[src/rtl/mem_lsu_pkg.sv]
// Shared types, funct3 codes and byte-lane helpers for the MEM-stage load/store unit.
package mem_lsu_pkg;

    typedef enum logic [1:0] {
        IDLE = 2'd0,
        BUSY = 2'd1,
        DONE = 2'd2
    } lsu_state_e;

    localparam logic [2:0] F3_B  = 3'b000;
    localparam logic [2:0] F3_H  = 3'b001;
    localparam logic [2:0] F3_W  = 3'b010;
    localparam logic [2:0] F3_BU = 3'b100;
    localparam logic [2:0] F3_HU = 3'b101;

    // Naturally aligned byte offset for the access size; reserved codes behave as W.
    function automatic logic [1:0] nat_off(input logic [2:0] f3, input logic [1:0] a);
        case (f3)
            F3_B, F3_BU: return a;
            F3_H, F3_HU: return {a[1], 1'b0};
            default:     return 2'b00;
        endcase
    endfunction

    function automatic logic is_misaligned(input logic [2:0] f3, input logic [1:0] a);
        return nat_off(f3, a) != a;
    endfunction

    function automatic logic [3:0] calc_be(input logic [2:0] f3, input logic [1:0] off);
        case (f3)
            F3_B, F3_BU: return 4'b0001 << off;
            F3_H, F3_HU: return 4'b0011 << {off[1], 1'b0};
            default:     return 4'hF;
        endcase
    endfunction

    function automatic logic [31:0] rep_wdata(input logic [2:0] f3, input logic [31:0] d);
        case (f3)
            F3_B, F3_BU: return {4{d[7:0]}};
            F3_H, F3_HU: return {2{d[15:0]}};
            default:     return d;
        endcase
    endfunction

endpackage

[src/rtl/mem_lsu_ld_align.sv]
// Combinational load lane select and sign/zero extension of the returned memory word.
module lsu_ld_align
    import mem_lsu_pkg::*;
(
    input  logic [31:0] i_rdata,
    input  logic [1:0]  i_off,
    input  logic [2:0]  i_funct3,
    output logic [31:0] o_data
);

    logic [7:0]  byte_v;
    logic [15:0] half_v;

    always_comb begin
        byte_v = 8'h00;
        case (i_off)
            2'd0:    byte_v = i_rdata[7:0];
            2'd1:    byte_v = i_rdata[15:8];
            2'd2:    byte_v = i_rdata[23:16];
            default: byte_v = i_rdata[31:24];
        endcase
        half_v = i_off[1] ? i_rdata[31:16] : i_rdata[15:0];

        case (i_funct3)
            F3_B:    o_data = {{24{byte_v[7]}}, byte_v};
            F3_BU:   o_data = {24'h000000, byte_v};
            F3_H:    o_data = {{16{half_v[15]}}, half_v};
            F3_HU:   o_data = {16'h0000, half_v};
            default: o_data = i_rdata;
        endcase
    end

endmodule

[src/rtl/mem_lsu.sv]
// MEM-stage load/store unit: req/ack data-memory handshake with pipeline stall and ack timeout.
// Define MEM_LSU_MISALIGN_TRAP_EN to trap misaligned H/W accesses instead of force-aligning them.
module mem_lsu
    import mem_lsu_pkg::*;
#(
    parameter int DW          = 32,
    parameter int AW          = 32,
    parameter int TIMEOUT_CYC = 255
) (
    input  logic          i_clk,
    input  logic          i_rst,
    input  logic          i_valid,
    input  logic          i_rd_en,
    input  logic          i_wr_en,
    input  logic [2:0]    i_funct3,
    input  logic [AW-1:0] i_addrM,
    input  logic [DW-1:0] i_st_dataM,
    output logic          o_stall,
    output logic [DW-1:0] o_ld_dataM,
    output logic          o_ld_valid,
    output logic          o_misalign,
    output logic          o_bus_err,
    output logic          o_dmem_req,
    output logic          o_dmem_we,
    output logic [AW-1:0] o_dmem_addr,
    output logic [3:0]    o_dmem_be,
    output logic [DW-1:0] o_dmem_wdata,
    input  logic          i_dmem_ack,
    input  logic [DW-1:0] i_dmem_rdata
);

    localparam logic [15:0] TMO_LAST = 16'(TIMEOUT_CYC - 1);

    lsu_state_e    state_q, state_d;
    logic [15:0]   cnt_q, cnt_d;
    logic [AW-1:0] addr_q, addr_d;
    logic [1:0]    off_q, off_d;
    logic [3:0]    be_q, be_d;
    logic [DW-1:0] wdata_q, wdata_d;
    logic          we_q, we_d;
    logic [2:0]    f3_q, f3_d;
    logic [DW-1:0] ld_data_q, ld_data_d;
    logic          bus_err_q, bus_err_d;
    logic          misalign_d;

    logic          mem_op;
    logic          trap;
    logic [1:0]    off_in;
    logic [DW-1:0] ld_ext;

    lsu_ld_align u_ld_align (
        .i_rdata  (i_dmem_rdata),
        .i_off    (off_q),
        .i_funct3 (f3_q),
        .o_data   (ld_ext)
    );

    always_comb begin
        mem_op = i_valid & (i_rd_en | i_wr_en);
        off_in = nat_off(i_funct3, i_addrM[1:0]);
`ifdef MEM_LSU_MISALIGN_TRAP_EN
        trap   = is_misaligned(i_funct3, i_addrM[1:0]);
`else
        trap   = 1'b0;
`endif

        state_d    = state_q;
        cnt_d      = cnt_q;
        addr_d     = addr_q;
        off_d      = off_q;
        be_d       = be_q;
        wdata_d    = wdata_q;
        we_d       = we_q;
        f3_d       = f3_q;
        ld_data_d  = ld_data_q;
        bus_err_d  = 1'b0;
        misalign_d = 1'b0;
        o_stall    = 1'b0;

        case (state_q)
            IDLE: begin
                cnt_d      = 16'd0;
                misalign_d = mem_op & trap;
                if (mem_op && !trap) begin
                    // A simultaneous rd/wr is resolved as a store.
                    addr_d    = {i_addrM[AW-1:2], 2'b00};
                    off_d     = off_in;
                    be_d      = calc_be(i_funct3, off_in);
                    wdata_d   = rep_wdata(i_funct3, i_st_dataM);
                    we_d      = i_wr_en;
                    f3_d      = i_funct3;
                    ld_data_d = '0;
                    o_stall   = 1'b1;
                    state_d   = BUSY;
                end
            end
            BUSY: begin
                o_stall = 1'b1;
                cnt_d   = cnt_q + 16'd1;
                if (i_dmem_ack) begin
                    if (!we_q) ld_data_d = ld_ext;
                    state_d = DONE;
                end else if (cnt_q == TMO_LAST) begin
                    bus_err_d = 1'b1;
                    ld_data_d = '0;
                    state_d   = DONE;
                end
            end
            DONE: begin
                state_d = IDLE;
            end
            default: begin
                state_d = IDLE;
            end
        endcase
    end

    always_ff @(posedge i_clk) begin
        if (i_rst) begin
            state_q   <= IDLE;
            cnt_q     <= 16'd0;
            addr_q    <= '0;
            off_q     <= 2'b00;
            be_q      <= 4'h0;
            wdata_q   <= '0;
            we_q      <= 1'b0;
            f3_q      <= 3'b000;
            ld_data_q <= '0;
            bus_err_q <= 1'b0;
        end else begin
            state_q   <= state_d;
            cnt_q     <= cnt_d;
            addr_q    <= addr_d;
            off_q     <= off_d;
            be_q      <= be_d;
            wdata_q   <= wdata_d;
            we_q      <= we_d;
            f3_q      <= f3_d;
            ld_data_q <= ld_data_d;
            bus_err_q <= bus_err_d;
        end
    end

`ifdef MEM_LSU_MISALIGN_TRAP_EN
    logic misalign_q;

    always_ff @(posedge i_clk) begin
        if (i_rst) misalign_q <= 1'b0;
        else       misalign_q <= misalign_d;
    end

    assign o_misalign = misalign_q;
`else
    logic unused_misalign;
    assign unused_misalign = misalign_d;
    assign o_misalign      = 1'b0;
`endif

    // Bus fields are only presented while the request is live.
    assign o_dmem_req   = (state_q == BUSY);
    assign o_dmem_we    = o_dmem_req & we_q;
    assign o_dmem_addr  = o_dmem_req ? addr_q  : '0;
    assign o_dmem_be    = o_dmem_req ? be_q    : 4'h0;
    assign o_dmem_wdata = o_dmem_req ? wdata_q : '0;
    assign o_ld_valid   = (state_q == DONE) & ~we_q;
    assign o_ld_dataM   = ld_data_q;
    assign o_bus_err    = bus_err_q;

endmodule

[config.mk]
export PLATFORM = sky130hd
export DESIGN_NAME = mem_lsu
export DESIGN_NICKNAME = d
export VERILOG_FILES = /design/src/rtl/mem_lsu_pkg.sv /design/src/rtl/mem_lsu_ld_align.sv /design/src/rtl/mem_lsu.sv
export SDC_FILE = /design/constraint.sdc
export NUM_CORES = 1
export LEC_CHECK = 0
export CAP_MARGIN = 40
export CORE_ASPECT_RATIO = 0.5
export CORE_MARGIN = 4
export CORE_UTILIZATION = 46
export CTS_CLUSTER_DIAMETER = 120
export DETAILED_ROUTE_END_ITERATION = 8
export GPL_ROUTABILITY_DRIVEN = 0
export PLACE_DENSITY = 0.81
export SYNTH_ARGS = -nofsm -noshare
export SYNTH_HDL_FRONTEND = slang
export SYNTH_SLANG_ARGS = --single-unit
export TNS_END_PERCENT = 1
[constraint.sdc]
create_clock -name i_clk -period 2.5 [get_ports i_clk]
set_clock_uncertainty 0.1 [all_clocks]
set_input_delay 0.75 -clock i_clk [delete_from_list [all_inputs] [get_ports i_clk]]
set_output_delay 0.75 -clock i_clk [all_outputs]
set_load 0.05 [all_outputs]
==> results of run 1 <==
-- sequential cells by signal, indices dropped and copies added (netlist names) --
signal and count:
cnt_q 16, state_q 2, off_q 2, addr_q 30, we_q 1, o_ld_dataM 32, wdata_q 32, be_q 4
f3_q 3, o_bus_err 1
-- power by group --
part	internal, uW	switching, uW
Combinational	443	542
Sequential	2060	50.7
Clock	1840	899
Total	4340	1490
-- through the flow --
step / instances / utilization / setup WS [ns]
after floorplan: 779 / - / -0.100
after global placement: 1128 / 0.652 / -0.112
after detailed placement: 1128 / 0.652 / -0.145
after CTS: 1160 / 0.705 / 0.00703
after global routing: 1161 / 0.710 / -0.0392
final: 1161 / 0.710 / -0.0188
-- layer usage --
| layer | track usage | vias up | part of all wire |
|---|---|---|---|
| met5 | 0 | - | 0 |
| met4 | 0.0798 | 0 | 0.019 |
| met3 | 0.0478 | 32 | 0.057 |
| met2 | 0.410 | 217 | 0.50 |
| met1 | 0.307 | 2968 | 0.42 |
| li1 | - | 3054 | - |
-- cell type report --
class                           instances  area share
Clock buffer                           21      0.0516
Clock inverter                         11      0.0209
Inverter                               10     0.00412
Multi-Input combinational cell        581       0.373
Sequential cell                       123       0.270
Tap cell                              170      0.0233
Timing Repair Buffer                  245       0.257
-- critical path: cells and delay by family --
family	cells	cell delay, ns
AOI/OAI and AO/OA	2	0.28
buffers and inverters	2	0.63
-- placed cells by master (no fill, tap or decap), drive strengths merged, types with 4 or more instances in the layout --
cell	n
clkbuf	21
nand2	166
a21oi	73
nand4b	7
and3	4
o221ai	9
xor2	5
or4	5
inv	9
bufinv	5
a211oi	9
buf	109
o31ai	4
nand3b	6
o21ai	47
and2	85
clkdlybuf4s50	134
mux2i	57
dfxtp	123
nor2	33
a311oi	10
clkinvlp	4
nor3	4
or3	4
nand3	11
nor2b	4
-- path summary, 6_finish.rpt --
| check | from | end | slack [ns] | cells after the start |
|---|---|---|---|---|
| max | i_rd_en | o_stall | -0.02 | 4 |
| min | addr_q[13] | addr_q[13] | 0.35 | 2 |
| max reg2reg | cnt_q[1] | o_ld_dataM[19] | 0.47 | 6 |
| min reg2reg | addr_q[13] | addr_q[13] | 0.35 | 2 |
-- logic make-up after synthesis --
family / Yosys count
adder cells (fa/ha/maj): 2
AND/OR/NAND/NOR: 347
XOR/XNOR: 8
flip-flops: 123
other: 1
buffers and inverters: 75
AO/OA/AOI/OAI: 164
multiplexers: 57
-- repair_timing --
item | in CTS | in global routing
hold buffers | 0 | 0
resized for setup | 7 | 15
setup buffers | 0 | 1
pin swaps | 1 | 1
setup endpoints to repair | 66 | 68
==> results by group, run 1 <==
Status
  • Status: finished, violations left
  • Failing checks: negative setup slack

STA
  • Final setup viols: 1
  • Final min period: 2.52 ns
  • Slew headroom: 0.519
  • Least-Margin Pin Slew: 0.722 ns
  • Setup TNS: -0.0188 ns
  • Setup ws final: -0.0188 ns
  • Hold Vio Cnt, Final: 0
  • RSZ-0062 raised after global routing: yes
  • Period utilization: 1.01
  • Hold Slack: 0.348 ns
  • Max-slew violations: 0
  • Peak Freq: 397 MHz

Floorplan
  • # IOs: 211
  • Die X: 171 um
  • Initial core utilization: 0.478
  • Die Y: 89.7 um
  • Core area: 12800 um2
  • Site Rows: 29
  • Total die area: 15400 um2

Synth
  • Top post-synthesis cells by count: nand2_1 (166), dfxtp_1 (123), and2_1 (85)
  • Cells after Synth: 777
  • Compound-cell area share of the yosys netlist: 0.158
  • Post-Synth Adder-Cell Area: 0.00407
  • Avg Cell Area, Syn: 7.90 um2
  • Async set-reset flop share out of synthesis: 0
  • Yosys top cell by area: dfxtp_1
  • Post-synth top area share: 0.401
  • Yosys reg bits: 123
  • Synth top area cells: dfxtp_1 (40%), nand2_1 (10%), mux2i_1 (9.3%), and2_1 (8.7%), a21oi_1 (5.9%)
  • Most frequent cell after synthesis: nand2_1
  • Synthesized area: 6140 um2
  • Seq/Total Area, Yosys: 0.401
  • Largest family of logic cells by synthesized area: simple AND/OR/NAND/NOR gates
  • Multiplexer share of the synthesized area: 0.0929
  • Yosys cell types: 55
  • Simple-gate share of the synthesized area: 0.280
  • Ys Warns: 0
  • Main flop type after synthesis: dfxtp_1
  • Synth Area in XOR/XNOR: 0.0114
  • Post-synth EDFFs: 0

Clock network
  • CTS tree: done
  • Total clock sinks: 123
  • Worst-path clk slew: 0.05 ns
  • Root Buffer: clkbuf_16
  • CTS max path bufs: 2
  • Clk Latency, worst-skew pair: 0.42 ns
  • H-Tree Depth: 4
  • TritonCTS buffer count: 17

Placement
  • Placed Area: 8380 um2
  • Port Buffers: 207
  • Detailed Place HPWL: 13500 um

Detailed routing
  • Starting DRT DRC Count: 463
  • Routed via count: 6271
  • Post-DRT Antenna Nets: 0
  • Vias per inst: 5.40
  • DRT Pass-1 Iters: 5
  • Routed wire per std cell: 16.4 um
  • Final WL: 19000 um
  • DRC: 0

Final layout
  • Layout cells sized above 1: 0.156
  • Design Area, Final: 9110 um2
  • Antenna diodes: 0
  • FF/Latch Area: 2460 um2
  • Area of the multi-input gates: 3400 um2
  • # fillers: 1022
  • P&R area growth vs syn: 48.4%
  • # nets final: 1085

Global route
  • First-pass GRT wire length: 30500 um
  • Largest net degree at the start of global routing: 62
  • Grt total ovfl: 0
  • Gr usage total: 0.241
  • Vias in the first global route: 5915
  • Initial antenna violation count: 0

Critical path
  • Critical-path maximum fanout: 3
  • Cell at the slowest stage of the critical path: clkdlybuf4s50_1
  • Crit path capture type: primary output
  • Crit path DAT: 1.67 ns
  • Crit-path max cell delay: 0.47 ns
  • WS Path Type: input port to primary output
  • Crit-path cells: clkdlybuf4s50_1, o21ai_2, a21oi_2, buf_12
  • Worst endpoint required time: 1.65 ns
  • Crit start category: input port

Min path
  • Hold Path Class: flop to flop

Power and ir drop
  • Pwr Density: 640 nW/um2
  • Leak: 0.00366 uW
  • Total Power: 5840 uW
  • Max IR drop VDD: 0.360 mV

Flow run
  • Max Cap Viol: 0
Note: power is estimated with default switching activity, not from simulation.
==> inputs of run 2 (changes only) <==
Settings changed: CELL_PAD_IN_SITES_DETAIL_PLACEMENT from default to 1, CELL_PAD_IN_SITES_GLOBAL_PLACEMENT from default to 1, CORE_UTILIZATION 46 to 33, CTS_CLUSTER_SIZE from default to 40, PLACE_DENSITY 0.81 to default, PLACE_DENSITY_LB_ADDON from default to 0.1, SYNTH_HIERARCHICAL from default to 1.
==> run 2 against run 1 <==
Net effect:
- the flow now finishes without violations
- sequential power about the same
- final area up 12%
- sequential share of layout area down 2.8 points
- global-route usage down 2.5 points
- combinational power up 23%
- largest power group unchanged
==> results by group, run 2 <==
Status
  • Status: finished clean

Placement
  • Detailed Place HPWL: 16300 um (+21%)
  • Port Buffers: 207 (unchanged)

Synth
  • Post-synth EDFFs: 0 (unchanged)
  • Top post-synthesis cells by count: nand2_1 (165), dfxtp_1 (123), a21oi_1 (78)
  • Avg Cell Area, Syn: 7.80 um2 (-1.3%)
  • Yosys cell types: 57 (+3.6%)
  • Ys Warns: 6 (+6)
  • Main flop type after synthesis: dfxtp_1
  • Yosys reg bits: 123 (unchanged)
  • Cells after Synth: 816 (+5.0%)
  • Seq/Total Area, Yosys: 0.387 (-0.0141)
  • Post-synth top area share: 0.387 (-0.0141)
  • Most frequent cell after synthesis: nand2_1
  • Synthesized area: 6370 um2 (+3.6%)
  • Async set-reset flop share out of synthesis: 0 (unchanged)
  • Yosys top cell by area: dfxtp_1
  • Synth top area cells: dfxtp_1 (39%), nand2_1 (9.7%), and2_1 (6.8%), a21oi_1 (6.1%), o21ai_0 (3.8%)

Clock network
  • Worst-path clk slew: 0.06 ns (about the same)
  • Total clock sinks: 123 (unchanged)
  • H-Tree Depth: 4 (unchanged)
  • Cts hold-fix bufs: 0 (unchanged)
  • Root Buffer: clkbuf_16
  • CTS tree: done
  • TritonCTS buffer count: 17 (unchanged)
  • CTS max path bufs: 2 (unchanged)
  • Clk Latency, worst-skew pair: 0.40 ns (-0.02 ns)

STA
  • Hold Vio Cnt, Final: 0 (unchanged)
  • Setup TNS: 0 ns (+0.0188 ns)
  • Final setup viols: 0 (-1)
  • Hold Slack: 0.352 ns (+0.00373 ns)
  • Period utilization: 0.976 (-0.0313)
  • Final min period: 2.44 ns (-0.0783 ns)
  • Least-Margin Pin Slew: 0.670 ns (-0.0515 ns)
  • Peak Freq: 410 MHz (+3.2%)
  • Slew headroom: 0.552 (+0.0327)
  • Max-slew violations: 0 (unchanged)

Flow run
  • Max Cap Viol: 0 (unchanged)

Final layout
  • Most frequent cells in the layout: nand2_1 (165), clkdlybuf4s50_1 (133), dfxtp_1 (122)
  • Leading cell type in the layout, fill and taps excluded: nand2_1
  • # nets final: 1115 (+2.8%)
  • Layout cells sized above 1: 0.161 (+0.00438)
  • # fillers: 2143 (+110%)
  • P&R area growth vs syn: 60.0%

Global route
  • GR Layer Usage met1: 0.277 (-0.0302)
  • Largest net degree at the start of global routing: 71 (+15%)
  • Initial antenna violation count: 1 (+1)
  • Vias in the first global route: 6887 (+16%)
  • Met3 GRT Util: 0.0689 (+0.0211)
  • First-pass GRT wire length: 37700 um (+24%)
  • Grt total ovfl: 0 (unchanged)
  • Most crowded layer after global routing: met2
  • Met2 GRT Util: 0.366 (-0.0435)
  • Gr usage total: 0.216 (-0.0250)

Critical path
  • Worst endpoint required time: 1.65 ns (about the same)
  • Critical-path maximum fanout: 17 (+14)
  • Critical path buffers and inverters: 3 (+1)
  • Crit-path cells: nand2b_4, clkinv_4, clkbuf_16, and2_1, buf_12
  • Cell at the slowest stage of the critical path: dfxtp_1
  • Crit start category: flop
  • Crit-path max cell delay: 0.34 ns (-0.13 ns)
  • Worst path top cell family by delay: buffers and inverters
  • WS Path Type: flop to primary output
  • Crit path capture type: primary output
  • Crit path DAT: 1.59 ns (-0.08 ns)

Power and ir drop
  • Pwr Density: 574 nW/um2 (-10%)
  • Max IR drop VDD: 0.581 mV (+61%)
  • Leak: 0.00379 uW (+3.5%)

Detailed routing
  • Final WL: 23500 um (+24%)
  • DRT Pass-1 Iters: 4 (-1)
  • Vias per inst: 5.05 (-6.4%)
  • Starting DRT DRC Count: 292 (-37%)
  • Routed via count: 6473 (+3.2%)
  • Post-DRT Antenna Nets: 0 (unchanged)
  • DRC: 0 (unchanged)
  • Routed wire per std cell: 18.4 um (+12%)

Floorplan
  • # IOs: 211 (unchanged)
  • Die Y: 106 um (+18%)
  • Initial core utilization: 0.341 (-0.137)
  • Core area: 18700 um2 (+45%)
  • Die X: 204 um (+19%)
  • Total die area: 21700 um2 (+41%)
  • Site Rows: 35 (+21%)

Min path
  • Hold Path Class: flop to flop
==> run 2: cell types whose count changed after synthesis, sizes merged, moves of 8 or more <==
| cell | previous run | this run |
|---|---|---|
| nand2b | 3 | 35 |
| clkbuf | 53 | 43 |
| o21ai | 47 | 55 |
| and2 | 85 | 69 |
| mux2i | 57 | 18 |
| o22ai | 0 | 16 |
| buf | 12 | 27 |
| nor2b | 4 | 12 |
| nor2 | 33 | 62 |
==> run 2: per-stage QoR <==
stage               instances  utilization  total power (uW)  setup WS (ns)  instance area (um2)
finish                   1281        0.546              5840         0.0595                10200
global route             1280        0.546              6120        -0.0176                10200
CTS                      1278        0.544              5900        -0.0123                10100
detailed placement       1244        0.507              3340         -0.189                 9460
global placement         1244        0.507              3310         -0.186                 9460
floorplan                 818            -              2790       -0.00726                 6370
==> run 2: layout make-up <==
cell class / count / area, um2 / area share
inverters: 16 / 65.1 / 0.00639
flip-flops and latches: 123 / 2470 / 0.242
well taps: 259 / 324 / 0.0318
repair buffers: 241 / 3180 / 0.312
diodes: 2 / 5.00 / 0.000491
clock buffers: 23 / 468 / 0.0459
multi-input cells: 609 / 3560 / 0.350
clock inverters: 8 / 118 / 0.0115
==> run 2: layer usage <==
layer  share of wire  vias up  routed length (um)
met3           0.074       15                1750
met4          0.0062        0                 146
li1                -     3146                   -
met1            0.43     3138               10200
met5               0        -                   0
met2            0.49      174               11400
==> run 2: kinds of logic (layout without fill, tap and decap cells) <==
group | count (synthesis) | after routing | synth area share
other cells | 1 | 5 | 0.000589
flops | 123 | 123 | 0.387
simple gates | 375 | 375 | 0.286
fa+ha+maj | 2 | 2 | 0.00393
xor+xnor | 10 | 10 | 0.0138
buf+inv | 86 | 288 | 0.0639
compound gates | 192 | 192 | 0.183
mux | 27 | 27 | 0.0619
==> run 2: where the power goes <==
| part | internal [uW] | leakage, uW | switching [uW] |
|---|---|---|---|
| registers | 2060 | 0.00100 | 57.7 |
| clock network | 1610 | 0.000287 | 896 |
| logic | 550 | 0.00250 | 665 |
==> run 2: worst paths after layout <==
kind | startpoint | to | slack (ns) | cells after the start
hold / removal | addr_q[20] | addr_q[20] | 0.35 | 2
setup reg to reg | off_q[1] | o_ld_dataM[23] | 0.47 | 6
hold reg to reg | addr_q[20] | addr_q[20] | 0.35 | 2
setup / recovery | state_q[1] | o_dmem_addr[28] | 0.06 | 5
==> run 2: tightest hold or removal path, delay by kind of cell (launching register included) <==
family           cells  cell delay [ns]
flip-flops           1             0.30
AND/OR/NAND/NOR      1             0.05
AO/OA/AOI/OAI        1             0.05
==> run 2: repair_timing <==
action                                  in CTS  in global routing
pin swaps                                    2                  0
gates cloned                                 2                  1
resized for setup                           18                  3
buffers inserted                             1                  0
endpoints found under the setup margin      68                 61
==> inputs of run 3 (changes only) <==
Settings changed: CORE_ASPECT_RATIO 0.5 to 1.25.
==> run 3 against run 2 <==
Net effect:
- via count decreased by 1.5%
- combinational power barely moved
- core utilization is 0.62 points lower
- critical endpoint is now o_dmem_wdata[5]
- largest cell class unchanged
- register-to-register slack lost 0.03 ns
- largest power group unchanged
- sequential cell count stayed put
- cell count is 2.0% lower
- global-route usage decreased by 0.45 points
- maximum frequency shrank 0.61%
- clock power is essentially flat
- sequential power about the same
- non-clock buffer count grew 3
==> results by group, run 3 (synthesis gave the netlist of run 2 again) <==
Status
  • Status: finished clean

Critical path
  • Crit path capture type: primary output
  • Worst Setup SP: state_q[1]
  • Crit-path max cell delay: 0.31 ns (-0.03 ns)
  • Cell at the slowest stage of the critical path: dfxtp_1
  • Crit path DAT: 1.61 ns (+0.02 ns)
  • WS Path Type: flop to primary output
  • Most frequent CP cell: buf_12
  • Critical path buffers and inverters: 3 (unchanged)
  • Reg-to-Reg Start: f3_q[1]
  • Crit start category: flop
  • Worst endpoint required time: 1.65 ns (about the same)
  • Critical-path maximum fanout: 27 (+10)
  • Worst path top cell family by delay: buffers and inverters
  • Crit-path cells: nand2b_1, inv_4, buf_12, and2_1, buf_12

Power and ir drop
  • Sw frac: 0.293 (+0.0160)
  • Int Pwr: 4100 uW (-2.8%)
  • Switch Pwr: 1700 uW (+5.1%)
  • Register share of total power: 0.365 (+0.002)
  • Clock network fraction of total power: 0.427 (-0.002)
  • Leak: 0.00383 uW (+1.1%)
  • Max IR drop VDD: 0.456 mV (-22%)
  • Logic pwr share: 0.209 (about the same)
  • Total Power: 5810 uW (-0.62%)
  • Pwr Density: 571 nW/um2 (-0.51%)

STA
  • Period utilization: 0.982 (+0.00604)
  • Slew headroom: 0.553 (+0.00133)
  • Max-slew violations: 0 (unchanged)
  • Hold Vio Cnt, Final: 0 (unchanged)
  • Least-Margin Pin Slew: 0.669 ns (-0.000896 ns)
  • Final setup viols: 0 (unchanged)
  • Final min period: 2.46 ns (+0.0151 ns)
  • Peak Freq: 407 MHz (-0.61%)
  • RSZ-0062 raised after global routing: yes

Flow run
  • Max Cap Viol: 0 (unchanged)

Placement
  • Detailed Place HPWL: 16200 um (-0.62%)
  • Placed Area: 9510 um2 (+0.52%)
  • Port Buffers: 207 (unchanged)

Global route
  • Initial antenna violation count: 1 (unchanged)
  • Vias in the first global route: 6745 (-2.1%)
  • Largest net degree at the start of global routing: 81 (+14%)
  • First-pass GRT wire length: 36700 um (-2.6%)
  • Grt total ovfl: 0 (unchanged)
  • Gr usage total: 0.212 (-0.00450)

Clock network
  • H-Tree Depth: 4 (unchanged)
  • CTS max path bufs: 2 (unchanged)
  • CTS tree: done
  • Clk Latency, worst-skew pair: 0.41 ns (about the same)
  • Total clock sinks: 123 (unchanged)
  • Root Buffer: clkbuf_16
  • Worst-path clk slew: 0.06 ns (about the same)
  • Cts hold-fix bufs: 0 (unchanged)
  • TritonCTS buffer count: 17 (unchanged)

Detailed routing
  • Final WL: 22700 um (-3.7%)
  • Starting DRT DRC Count: 285 (-2.4%)
  • Routed wire per std cell: 18.0 um (-1.8%)
  • Vias per inst: 5.07 (+0.43%)
  • Routed via count: 6374 (-1.5%)
  • Post-DRT Antenna Nets: 0 (unchanged)
  • DRC: 0 (unchanged)
  • DRT Pass-1 Iters: 4 (unchanged)

Final layout
  • P&R area growth vs syn: 59.8%
  • Most frequent cells in the layout: nand2_1 (165), clkdlybuf4s50_1 (131), dfxtp_1 (123)
  • Leading cell type in the layout, fill and taps excluded: nand2_1
  • Antenna diodes: 0 (-2)
  • Design Area, Final: 10200 um2 (-0.11%)
  • Layout cells sized above 1: 0.169 (+0.00816)
  • # nets final: 1118 (+0.27%)
  • Final core occ: 0.540 (-0.00618)

Floorplan
  • Total die area: 21600 um2 (-0.56%)
  • Core area: 18800 um2 (+1.0%)
  • Die X: 132 um (-35%)
  • Die Y: 163 um (+54%)
  • Initial core utilization: 0.338 (-0.00349)
  • # IOs: 211 (unchanged)
  • Site Rows: 56 (+60%)

Min path
  • Min-delay src: addr_q[11]
  • Hold Path Class: flop to flop
run 3: cell count changes in the layout (fill, tap and decap cells not counted), sizes merged, moves of 2 or more:
cell           change
clkbuf             -7
inv                +6
buf                +4
clkinvlp           +3
clkdlybuf4s50      -2
diode              -2
dlymetal6s2s       +2
run 3: area by class of cell:
type                       instances  area [um2]
tap                              232         290
timing repair buffer             244        3210
clock buffer                      17         425
sequential                       123        2460
inverter                          16        62.6
fill                            2187        8670
clock inverter                    15         165
multi-input combinational        609        3560
run 3: worst reg2reg max path: stages (launching register included):
cell and delay (ns):
dfxtp_1 0.64, clkinv_1 0.41, o31a_1 0.41, o22ai_1 0.29
nand2_1 0.07, o21ai_0 0.07
run 3: worst paths after layout:
check,end,slack (ns),cells past startpoint
setup / recovery,o_dmem_wdata[5],0.04,5
hold / removal,addr_q[11],0.35,2
setup reg to reg,o_ld_dataM[31],0.44,5
hold reg to reg,addr_q[11],0.35,2
run 3: timing repair:
item / CTS / global route
setup endpoints to repair: 40 / 58
pin swaps: 1 / 0
cloned: 1 / 0
gates resized for setup: 11 / 11
setup buffers: 0 / 0
run 3: metal layers:
metal / up-vias / wire length [um] / global-route usage
met4: 2 / 265 / 0.0487
li1: 3151 / - / -
met2: 165 / 11300 / 0.371
met5: - / 12 / 0
met1: 3041 / 9230 / 0.248
met3: 15 / 1820 / 0.0776
run 3: through the flow:
stage,setup slack (ns),cells,TNS (ns),hold slack [ns]
after global routing,-0.0412,1256,-1.03,0.367
final,0.0444,1256,0,0.350
after floorplan,-0.00726,818,-0.00726,0.327
after detailed placement,-0.140,1223,-1.05,0.344
after CTS,-0.00161,1256,-0.00161,0.353
after global placement,-0.125,1223,-0.226,0.337
run 3: power groups by stage:
stage	registers, uW	clock network, uW	logic [uW]
finish	2120	2480	1210
global route	2130	2650	1310
CTS	2120	2540	1220
detailed placement	2160	0	1200
global placement	2150	0	1190
floorplan	2190	0	598
